[src/rtl/pin_pkg.sv]
// pin_pkg: key codes, empty-slot value and the FSM state
// enum shared by the PIN entry buffer and its timer.
package pin_pkg;

   localparam logic [3:0] KEY_BACK    = 4'hA;
   localparam logic [3:0] KEY_CLEAR   = 4'hB;
   localparam logic [3:0] KEY_ENTER   = 4'hF;
   localparam logic [3:0] EMPTY_DIGIT = 4'hF;

   typedef enum logic [1:0] {
      ST_IDLE,
      ST_ENTRY,
      ST_SUBMIT,
      ST_FLUSH
   } pin_state_t;

   function automatic logic is_digit(input logic [3:0] k);
      return k <= 4'd9;
   endfunction

endpackage

[src/rtl/pin_timer.sv]
// pin_timer: loadable down-counter. Ports: clk, rst (async low),
// load/load_value (reload), expired (high while count is 1).
module pin_timer
   import pin_pkg::*;
#(
   parameter int W = 4
) (
   input  logic         clk,
   input  logic         rst,
   input  logic         load,
   input  logic [W-1:0] load_value,
   output logic         expired
);

   logic [W-1:0] cnt;

   always_ff @(posedge clk or negedge rst) begin
      if (!rst) begin
         cnt <= '0;
      end else if (load) begin
         cnt <= load_value;
      end else if (cnt != '0) begin
         cnt <= cnt - W'(1);
      end
   end

   // Count of 1 means the next edge completes the interval.
   assign expired = (cnt == W'(1));

endmodule

[src/rtl/pin_entry_buffer.sv]
// pin_entry_buffer: keypad PIN accumulator. Inputs clk, rst, key_valid,
// key_code; outputs pin_digits, pin_count, pin_status, pin_timeout, key_reject.
module pin_entry_buffer
   import pin_pkg::*;
#(
   parameter int PIN_LEN        = 4,
   parameter int STATUS_CYCLES  = 2,
   parameter int TIMEOUT_CYCLES = 0,
   parameter bit SHIFT_ON_FULL  = 1'b1
) (
   input  logic                         clk,
   input  logic                         rst,
   input  logic                         key_valid,
   input  logic [3:0]                   key_code,
   output logic [PIN_LEN*4-1:0]         pin_digits,
   output logic [$clog2(PIN_LEN+1)-1:0] pin_count,
   output logic                         pin_status,
   output logic                         pin_timeout,
   output logic                         key_reject
);

   localparam int DW = PIN_LEN * 4;
   localparam int CW = $clog2(PIN_LEN + 1);
   localparam int SW = $clog2(STATUS_CYCLES + 1);
   localparam logic [DW-1:0] ALL_EMPTY = {PIN_LEN{EMPTY_DIGIT}};

   pin_state_t    state;
   pin_state_t    nx_state;
   logic [DW-1:0] nx_digits;
   logic [CW-1:0] nx_count;
   logic          nx_reject;
   logic          nx_timeout;
   logic [DW-1:0] sh;
   logic [DW-1:0] bk;
   logic          full;
   logic          st_load;
   logic          st_expired;
   logic          tmo_expired;

   pin_timer #(.W(SW)) u_status (
      .clk        (clk),
      .rst        (rst),
      .load       (st_load),
      .load_value (SW'(STATUS_CYCLES)),
      .expired    (st_expired)
   );

   // Any key, accepted or not, restarts the idle interval.
   if (TIMEOUT_CYCLES > 0) begin : g_tmo
      localparam int TW = $clog2(TIMEOUT_CYCLES + 1);
      pin_timer #(.W(TW)) u_timeout (
         .clk        (clk),
         .rst        (rst),
         .load       (key_valid),
         .load_value (TW'(TIMEOUT_CYCLES)),
         .expired    (tmo_expired)
      );
   end else begin : g_no_tmo
      assign tmo_expired = 1'b0;
   end

   always_comb begin
      nx_state   = state;
      nx_digits  = pin_digits;
      nx_count   = pin_count;
      nx_reject  = 1'b0;
      nx_timeout = 1'b0;
      st_load    = 1'b0;
      // New digit enters slot 0, everything moves toward the oldest slot.
      sh         = pin_digits << 4;
      sh[3:0]    = key_code;
      // Backspace drops slot 0 and refills the oldest slot.
      bk         = pin_digits >> 4;
      bk[DW-1 -: 4] = EMPTY_DIGIT;
      full       = (pin_count == CW'(PIN_LEN));

      unique case (state)
         ST_IDLE: begin
            if (key_valid) begin
               if (is_digit(key_code)) begin
                  nx_digits = sh;
                  nx_count  = CW'(1);
                  nx_state  = ST_ENTRY;
               end else begin
                  nx_reject = 1'b1;
               end
            end
         end
         ST_ENTRY: begin
            if (key_valid) begin
               unique case (1'b1)
                  is_digit(key_code): begin
                     if (!full) begin
                        nx_digits = sh;
                        nx_count  = pin_count + CW'(1);
                     end else if (SHIFT_ON_FULL) begin
                        nx_digits = sh;
                     end else begin
                        nx_reject = 1'b1;
                     end
                  end
                  (key_code == KEY_BACK): begin
                     nx_digits = bk;
                     nx_count  = pin_count - CW'(1);
                     if (pin_count == CW'(1)) begin
                        nx_state = ST_IDLE;
                     end
                  end
                  (key_code == KEY_CLEAR): begin
                     nx_digits = ALL_EMPTY;
                     nx_count  = '0;
                     nx_state  = ST_IDLE;
                  end
                  (key_code == KEY_ENTER): begin
                     nx_state = ST_SUBMIT;
                     st_load  = 1'b1;
                  end
                  default: begin
                     nx_reject = 1'b1;
                  end
               endcase
            end else if (tmo_expired) begin
               nx_digits  = ALL_EMPTY;
               nx_count   = '0;
               nx_timeout = 1'b1;
               nx_state   = ST_IDLE;
            end
         end
         ST_SUBMIT: begin
            nx_reject = key_valid;
            if (st_expired) begin
               nx_state = ST_FLUSH;
            end
         end
         ST_FLUSH: begin
            nx_reject = key_valid;
            nx_digits = ALL_EMPTY;
            nx_count  = '0;
            nx_state  = ST_IDLE;
         end
         default: begin
            nx_state = ST_IDLE;
         end
      endcase
   end

   always_ff @(posedge clk or negedge rst) begin
      if (!rst) begin
         state       <= ST_IDLE;
         pin_digits  <= ALL_EMPTY;
         pin_count   <= '0;
         pin_status  <= 1'b0;
         pin_timeout <= 1'b0;
         key_reject  <= 1'b0;
      end else begin
         state       <= nx_state;
         pin_digits  <= nx_digits;
         pin_count   <= nx_count;
         pin_status  <= (nx_state == ST_SUBMIT);
         pin_timeout <= nx_timeout;
         key_reject  <= nx_reject;
      end
   end

endmodule

[config.mk]
export PLATFORM = sky130hd
export DESIGN_NAME = pin_entry_buffer
export DESIGN_NICKNAME = d
export VERILOG_FILES = /design/src/rtl/pin_pkg.sv /design/src/rtl/pin_timer.sv /design/src/rtl/pin_entry_buffer.sv
export SDC_FILE = /design/constraint.sdc
export NUM_CORES = 1
export LEC_CHECK = 0
export CORE_MARGIN = 2
export CORE_UTILIZATION = 35
export CTS_BUF_LIST = sky130_fd_sc_hd__clkbuf_2
export DETAILED_ROUTE_END_ITERATION = 6
export SYNTH_ARGS = -nofsm -noshare
export SYNTH_HDL_FRONTEND = slang
export SYNTH_SLANG_ARGS = --single-unit
[constraint.sdc]
create_clock -name clk -period 2.2 [get_ports clk]
set_input_delay 0.44 -clock clk [delete_from_list [all_inputs] [get_ports clk]]
set_output_delay 0.44 -clock clk [all_outputs]
set_load 0.02 [all_outputs]
==> results of run 1 <==
## report_power, final
group	total (mW)	switching [mW]	internal [mW]
clock	0.187	0.139	0.0480
combinational	1.20	0.608	0.588
sequential	0.935	0.203	0.732
total	2.32	0.950	1.37
## worst max-delay path by stage
stage | start | endpoint | slack, ns | cells after the start
after floorplan | pin_count[0] | pin_count[1] | 0.28 | 5
after global placement | key_code[3] | pin_count[2] | -0.02 | 5
after detailed placement | key_code[3] | pin_count[2] | -0.09 | 5
after CTS | pin_digits[6] | pin_digits[6] | 0.14 | 1
after global routing | pin_digits[6] | pin_digits[6] | 0.07 | 1
final | pin_digits[6] | pin_digits[6] | 0.18 | 1
## kinds of logic after synthesis
| family | after synthesis | synth area share, % |
|---|---|---|
| and+or+nand+nor | 62 | 22.0 |
| AOI/OAI and AO/OA | 47 | 21.7 |
| DFF | 25 | 43.7 |
| buffers and inverters | 17 | 5.25 |
| adders and majority gates | 6 | 5.08 |
| muxes | 2 | 1.52 |
| other | 1 | 0.254 |
| xor gates and xnor gates | 1 | 0.592 |
## Yosys cell counts, types with 3 or more instances
cell,number
sky130_fd_sc_hd__a21oi_1,15
sky130_fd_sc_hd__a31oi_1,3
sky130_fd_sc_hd__clkbuf_1,5
sky130_fd_sc_hd__dfrtp_1,9
sky130_fd_sc_hd__dfstp_2,16
sky130_fd_sc_hd__ha_1,6
sky130_fd_sc_hd__inv_1,7
sky130_fd_sc_hd__nand2_1,19
sky130_fd_sc_hd__nand2b_1,10
sky130_fd_sc_hd__nor2_1,11
sky130_fd_sc_hd__o211ai_1,3
sky130_fd_sc_hd__o21ai_0,3
sky130_fd_sc_hd__o22a_1,4
sky130_fd_sc_hd__o31ai_1,9
sky130_fd_sc_hd__or3_1,9
## area by class of cell
cell class                 instances  area share, %
multi-input combinational        119           39.8
sequential                        25           34.0
timing repair buffer              43           20.5
tap                               50           3.29
inverter                           7           1.38
clock buffer                       4           1.05
## metal layers
metal / vias to the layer above / wire [µm] / track usage (%)
li1: 646 / - / -
met1: 666 / 1650 / 22.1
met2: 35 / 1810 / 25.9
met3: 2 / 171 / 3.80
met4: 0 / 24 / 3.27
met5: - / 0 / 0
## state kept, by name (all words and copies together) (netlist names)
signal        count
pin_status        1
state             2
pin_count         3
pin_digits       16
key_reject        1
u_status.cnt      2
## stage by stage
step | total power, mW | util, % | hold WS (ns) | area, µm² | TNS [ns]
6_report | 2.32 | 47.2 | 0.399 | 1900 | 0
2_1_floorplan | 1.61 | - | 0.144 | 1480 | 0
3_5_place_dp | 2.15 | 46.7 | 0.476 | 1880 | -0.0978
3_3_place_gp | 2.11 | 46.7 | 0.472 | 1880 | -0.0224
4_1_cts | 2.34 | 47.2 | 0.394 | 1900 | 0
5_1_grt | 2.50 | 47.2 | 0.400 | 1900 | 0
==> out/results.md, run 1 <==
- Min Clock Period, post-route: 2.02 ns
- Register-to-Register Setup Slack: 0.42 ns
- delay-heaviest family, CP: flip-flops
- start-to-end type of the worst setup path: reg2out
- cell type with the largest total area after synthesis: sky130_fd_sc_hd__dfstp_2
- number of antenna-violating nets in the routed design: 0
- area of all sequential standard cells: 646 µm²
- reported leakage power: 0.816 nW
- number of global-route vias before repair: 1302
- number of unique standard cell types used by synthesis: 41
- antenna fix cells: 0
- GPL Wtd Cong: 0.918
- clk_lat worst skew: 0.35 ns
- r2r startpoint: pin_count[0]
- count of state elements after synthesis: 25
- area taken by multi-input logic gates: 756 µm²
- clock buffer count from CTS: 3
- DRC marker count from the first detailed-route iteration: 135
- area share of the largest cell type after synthesis: 28.4%
- Max FO, Critical Path: 5
- number of H-tree levels: 1
- worst-path cell chain: clkdlybuf4s50_1
- number of cells in the finished layout apart from fillers: 248
- Vias: 1349
- total count of hold-check failures in the final report: 0
- effective utilization at floorplan: 36.7%
- gr ovfl total: 0
- Die H: 69.0 µm
- number of search-and-repair iterations in the first detailed-routing pass: 4
- Final nets: 212
- fmax: 495 MHz
- Die Wd: 69.0 µm
- number of buffers and inverters on the critical path: 1
- Post-synth EDFFs: 0
- unrepaired setup endpoints after global routing: false
- final max-slew violation count: 0
- endpoint class of the critical path: output port
- highest-delay cell along the critical path: sky130_fd_sc_hd__dfstp_2
- endpoint of the most critical register-to-register path: pin_count[1]
- Core Region: 4030 µm²
- share of cells above drive strength 1: 20.2%
- GR Util All Layers: 16.1%
- Final Cycle Share: 91.9%
- count of hold buffers inserted by post-cts repair: 0
- number of buffers added on ports: 27
- most frequent cells in the layout: sky130_fd_sc_hd__clkdlybuf4s50_1 (27), sky130_fd_sc_hd__nand2_1 (19), sky130_fd_sc_hd__dfstp_2 (16), sky130_fd_sc_hd__buf_4 (16), sky130_fd_sc_hd__a21oi_1 (15)
- summed instance area of the synthesized netlist: 1480 µm²
- VDD IR-drop max: 0.511 mV
- area added between synthesis and finish: 28.5%
- max-capacitance violation count: 0
- dominant register cell in the synthesized netlist: sky130_fd_sc_hd__dfstp_2
- number of buffers inserted by post-CTS setup repair: 0
- min setup slack post-route: 0.179 ns
- sequential-to-total area share from yosys stat: 43.7%
- most common cell after layout, fill and taps aside: sky130_fd_sc_hd__clkdlybuf4s50_1
- clock tree from TritonCTS: yes
- Avg WL per Cell: 14.7 µm
- outcome: complete, no violations
- arrival time reported for the critical path endpoint: 1.58 ns
- final routed DRC violation total: 0
- Placement Rows: 23
- Clock Skew: 0.0127 ns
- sum of routed wire length over all layers: 3.66 mm
- Placement Setup Slack: -0.0859 ns
- # setup viols final: 0
- worst path required time: 1.76 ns
- detailed-placement wirelength estimate: 2.68 mm
- cell types occupying the most area after synthesis: sky130_fd_sc_hd__dfstp_2 (28%), sky130_fd_sc_hd__dfrtp_1 (15%), sky130_fd_sc_hd__a21oi_1 (5.1%)
- Critical Path Source Type: flip-flop
- clock sink total: 25
- Clock Tree Root: sky130_fd_sc_hd__clkbuf_2
- average vias per placed instance: 5.44
- Die Area: 4760 µm²
- clock buffer depth: 2
- cell count after synthesis: 161
- power density normalized to cell area: 1220 nW/µm²
- largest net degree at the start of global routing: 26
- quantity of gates resized following cts: 0
- initial antenna violation count: 0
- number of nets produced by synthesis: 174
- number of cells traversed by the worst register-to-register path: 5
- Critical Path Max Stage Delay: 0.63 ns
- number of placed cells counting well taps: 244
- I/O pin cnt: 29
- synthesized area per cell: 9.19 µm²
- post-synthesis async set-or-reset flop share: 100%
- synth warn: 0
- wire length of the first global-routing pass: 6.30 mm
- filler cell count: 408
- Clock transition at path regs: 0.24 ns
- type of the most critical hold path: in2async
(Power assumes the default switching activity.)
==> inputs of run 2 (changes only) <==
--- a/config.mk
+++ b/config.mk
@@ -5,10 +5,15 @@
 export SDC_FILE = /design/constraint.sdc
 export NUM_CORES = 1
 export LEC_CHECK = 0
+export ABC_CLOCK_PERIOD_IN_PS = 2200
+export CELL_PAD_IN_SITES_DETAIL_PLACEMENT = 0
+export CELL_PAD_IN_SITES_GLOBAL_PLACEMENT = 1
 export CORE_MARGIN = 2
 export CORE_UTILIZATION = 35
 export CTS_BUF_LIST = sky130_fd_sc_hd__clkbuf_2
+export CTS_CLUSTER_DIAMETER = 200
 export DETAILED_ROUTE_END_ITERATION = 6
+export PLACE_DENSITY_LB_ADDON = 0.1
 export SYNTH_ARGS = -nofsm -noshare
 export SYNTH_HDL_FRONTEND = slang
 export SYNTH_SLANG_ARGS = --single-unit
==> run 2 against run 1 <==
Compared with the run above: cell count grew 2.0%; global-route usage grew 0.44 points; first-iteration DRC count shrank 29%; utilization grew 0.93 points; final area grew 2.0%; setup slack lost 0.021 ns; flip-flop and latch count is the same; maximum frequency shrank 1.0%; clock-buffer cell count shrank 1; hold slack gained 0.0057 ns; critical path depth is the same; critical path type unchanged; largest cell class unchanged; largest power group unchanged.
==> out/results.md, run 2 (synthesized netlist as in run 1, its figures left out) <==
- largest registers: pin_digits (16), pin_count (3)
- count of hold buffers inserted by post-cts repair: 0, unchanged
- Vias: 1342, -0.52%
- clk_lat worst skew: 0.36 ns, about the same
- filler cell count: 402, -1.5%
- number of cells in the finished layout apart from fillers: 253, +2.0%
- I/O pin cnt: 29, unchanged
- fin util: 48.1%, +0.93 points
- number of antenna-violating nets in the routed design: 0, unchanged
- effective utilization at floorplan: 36.7%, unchanged
- sum of routed wire length over all layers: 3.74 mm, +2.2%
- clock buffer count from CTS: 3, unchanged
- Placement Setup Slack: -0.00357 ns, +0.0823 ns
- total count of hold-check failures in the final report: 0, unchanged
- clock buffer depth: 2, unchanged
- worst-path cell chain: clkdlybuf4s50_1
- final routed DRC violation total: 0, unchanged
- reported leakage power: 0.839 nW, +2.8%
- gr ovfl total: 0, unchanged
- fmax: 490 MHz, -1.0%
- wire length of the first global-routing pass: 6.56 mm, +4.2%
- highest-delay cell along the critical path: sky130_fd_sc_hd__dfstp_2
- Clock Tree Root: sky130_fd_sc_hd__clkbuf_2
- endpoint of the most critical register-to-register path: pin_count[1]
- Avg WL per Cell: 14.8 µm, +0.17%
- clock sink total: 25, unchanged
- Placement Rows: 23, unchanged
- Clock Skew: 0.0184 ns, +0.00567 ns
- antenna fix cells: 0, unchanged
- Critical Path Max Stage Delay: 0.64 ns, about the same
- Max FO, Critical Path: 5, unchanged
- type of the most critical hold path: in2async
- detailed-placement wirelength estimate: 2.74 mm, +2.5%
- outcome: complete, no violations
- Critical Path Source Type: flip-flop
- quantity of gates resized following cts: 0, unchanged
- # setup viols final: 0, unchanged
- Core Region: 4030 µm², unchanged
- Die Wd: 69.0 µm, unchanged
- share of cells above drive strength 1: 22.2%, +2.0 points
- Post-DP Area: 1920 µm², +2.0%
- arrival time reported for the critical path endpoint: 1.60 ns, +0.02 ns
- DRC marker count from the first detailed-route iteration: 96, -29%
- average vias per placed instance: 5.30, -2.5%
- VDD IR-drop max: 0.480 mV, -6.0%
- number of buffers inserted by post-CTS setup repair: 0, unchanged
- Final Cycle Share: 92.8%, +0.95 points
- start-to-end type of the worst setup path: reg2out
- final max-slew violation count: 0, unchanged
- number of buffers added on ports: 27, unchanged
- most frequent cells in the layout: sky130_fd_sc_hd__clkdlybuf4s50_1 (27), sky130_fd_sc_hd__buf_4 (21), sky130_fd_sc_hd__nand2_1 (19)
- GR Util All Layers: 16.5%, +0.44 points
- number of global-route vias before repair: 1344, +3.2%
- most common cell after layout, fill and taps aside: sky130_fd_sc_hd__clkdlybuf4s50_1
- number of H-tree levels: 1, unchanged
- largest register by flop count: pin_digits
- number of search-and-repair iterations in the first detailed-routing pass: 4, unchanged
- power density normalized to cell area: 1200 nW/µm², -1.2%
- clock tree from TritonCTS: yes
- Finished Cell Area: 1940 µm², +2.0%
- launching instance or port of the critical path: pin_digits[7]
- initial antenna violation count: 0, unchanged
- largest net degree at the start of global routing: 26, unchanged
- Die Area: 4760 µm², unchanged
- area added between synthesis and finish: 31.0%
- Final nets: 217, +2.4%
- Register-to-Register Setup Slack: 0.41 ns, about the same
- unrepaired setup endpoints after global routing: false
- flip-flop count of the largest register after layout: 16, unchanged
- GPL Wtd Cong: 0.807, -12%
- number of cells traversed by the worst register-to-register path: 5, unchanged
- Die H: 69.0 µm, unchanged
- number of placed cells counting well taps: 249, +2.0%
- worst path required time: 1.76 ns, about the same
- r2r startpoint: pin_count[0]
- delay-heaviest family, CP: flip-flops
- endpoint class of the critical path: output port
- min setup slack post-route: 0.158 ns, -0.0209 ns
- Min Clock Period, post-route: 2.04 ns, +0.0209 ns
- Clock transition at path regs: 0.26 ns, +0.02 ns
- max-capacitance violation count: 0, unchanged
- number of buffers and inverters on the critical path: 1, unchanged
- Hold Slack: 0.404 ns, +0.00575 ns
## run 2: metal layers
metal  GRT usage (%)  vias to the layer above  routed length (µm)
met4            3.27                        0                  10
met2            28.1                       36                1820
li1                -                      654                   -
met5               0                        -                   0
met3            1.75                        2                 169
met1            22.8                      650                1730
## run 2: report_power, final
group / total, mW / switching, mW / internal, mW
clock: 0.188 / 0.147 / 0.0412
combinational: 1.21 / 0.602 / 0.604
sequential: 0.941 / 0.210 / 0.731
total: 2.34 / 0.959 / 1.38
## run 2: how the worst max path moves through the flow
| stage | cells after the start | endpoint |
|---|---|---|
| 6_report | 1 | pin_digits[7] |
| 5_1_grt | 1 | pin_digits[7] |
| 4_1_cts | 1 | pin_digits[6] |
| 3_5_place_dp | 5 | pin_count[2] |
| 3_3_place_gp | 5 | pin_count[2] |
| 2_1_floorplan | 5 | pin_count[1] |
## run 2: final cells by class
| type | count | area [µm²] | share of cell area [%] |
|---|---|---|---|
| flip-flops and latches | 25 | 646 | 33.3 |
| well taps | 50 | 62.6 | 3.23 |
| repair buffers | 48 | 428 | 22.1 |
| multi-input cells | 119 | 756 | 39.0 |
| clock buffers | 3 | 15.0 | 0.775 |
| clock inverters | 1 | 5.00 | 0.258 |
| inverters | 7 | 26.3 | 1.36 |
## run 2: per-stage QoR
stage,TNS (ns),total power [mW]
3_3_place_gp,0,2.13
4_1_cts,0,2.36
5_1_grt,0,2.52
6_report,0,2.34
2_1_floorplan,0,1.61
3_5_place_dp,-0.00357,2.17
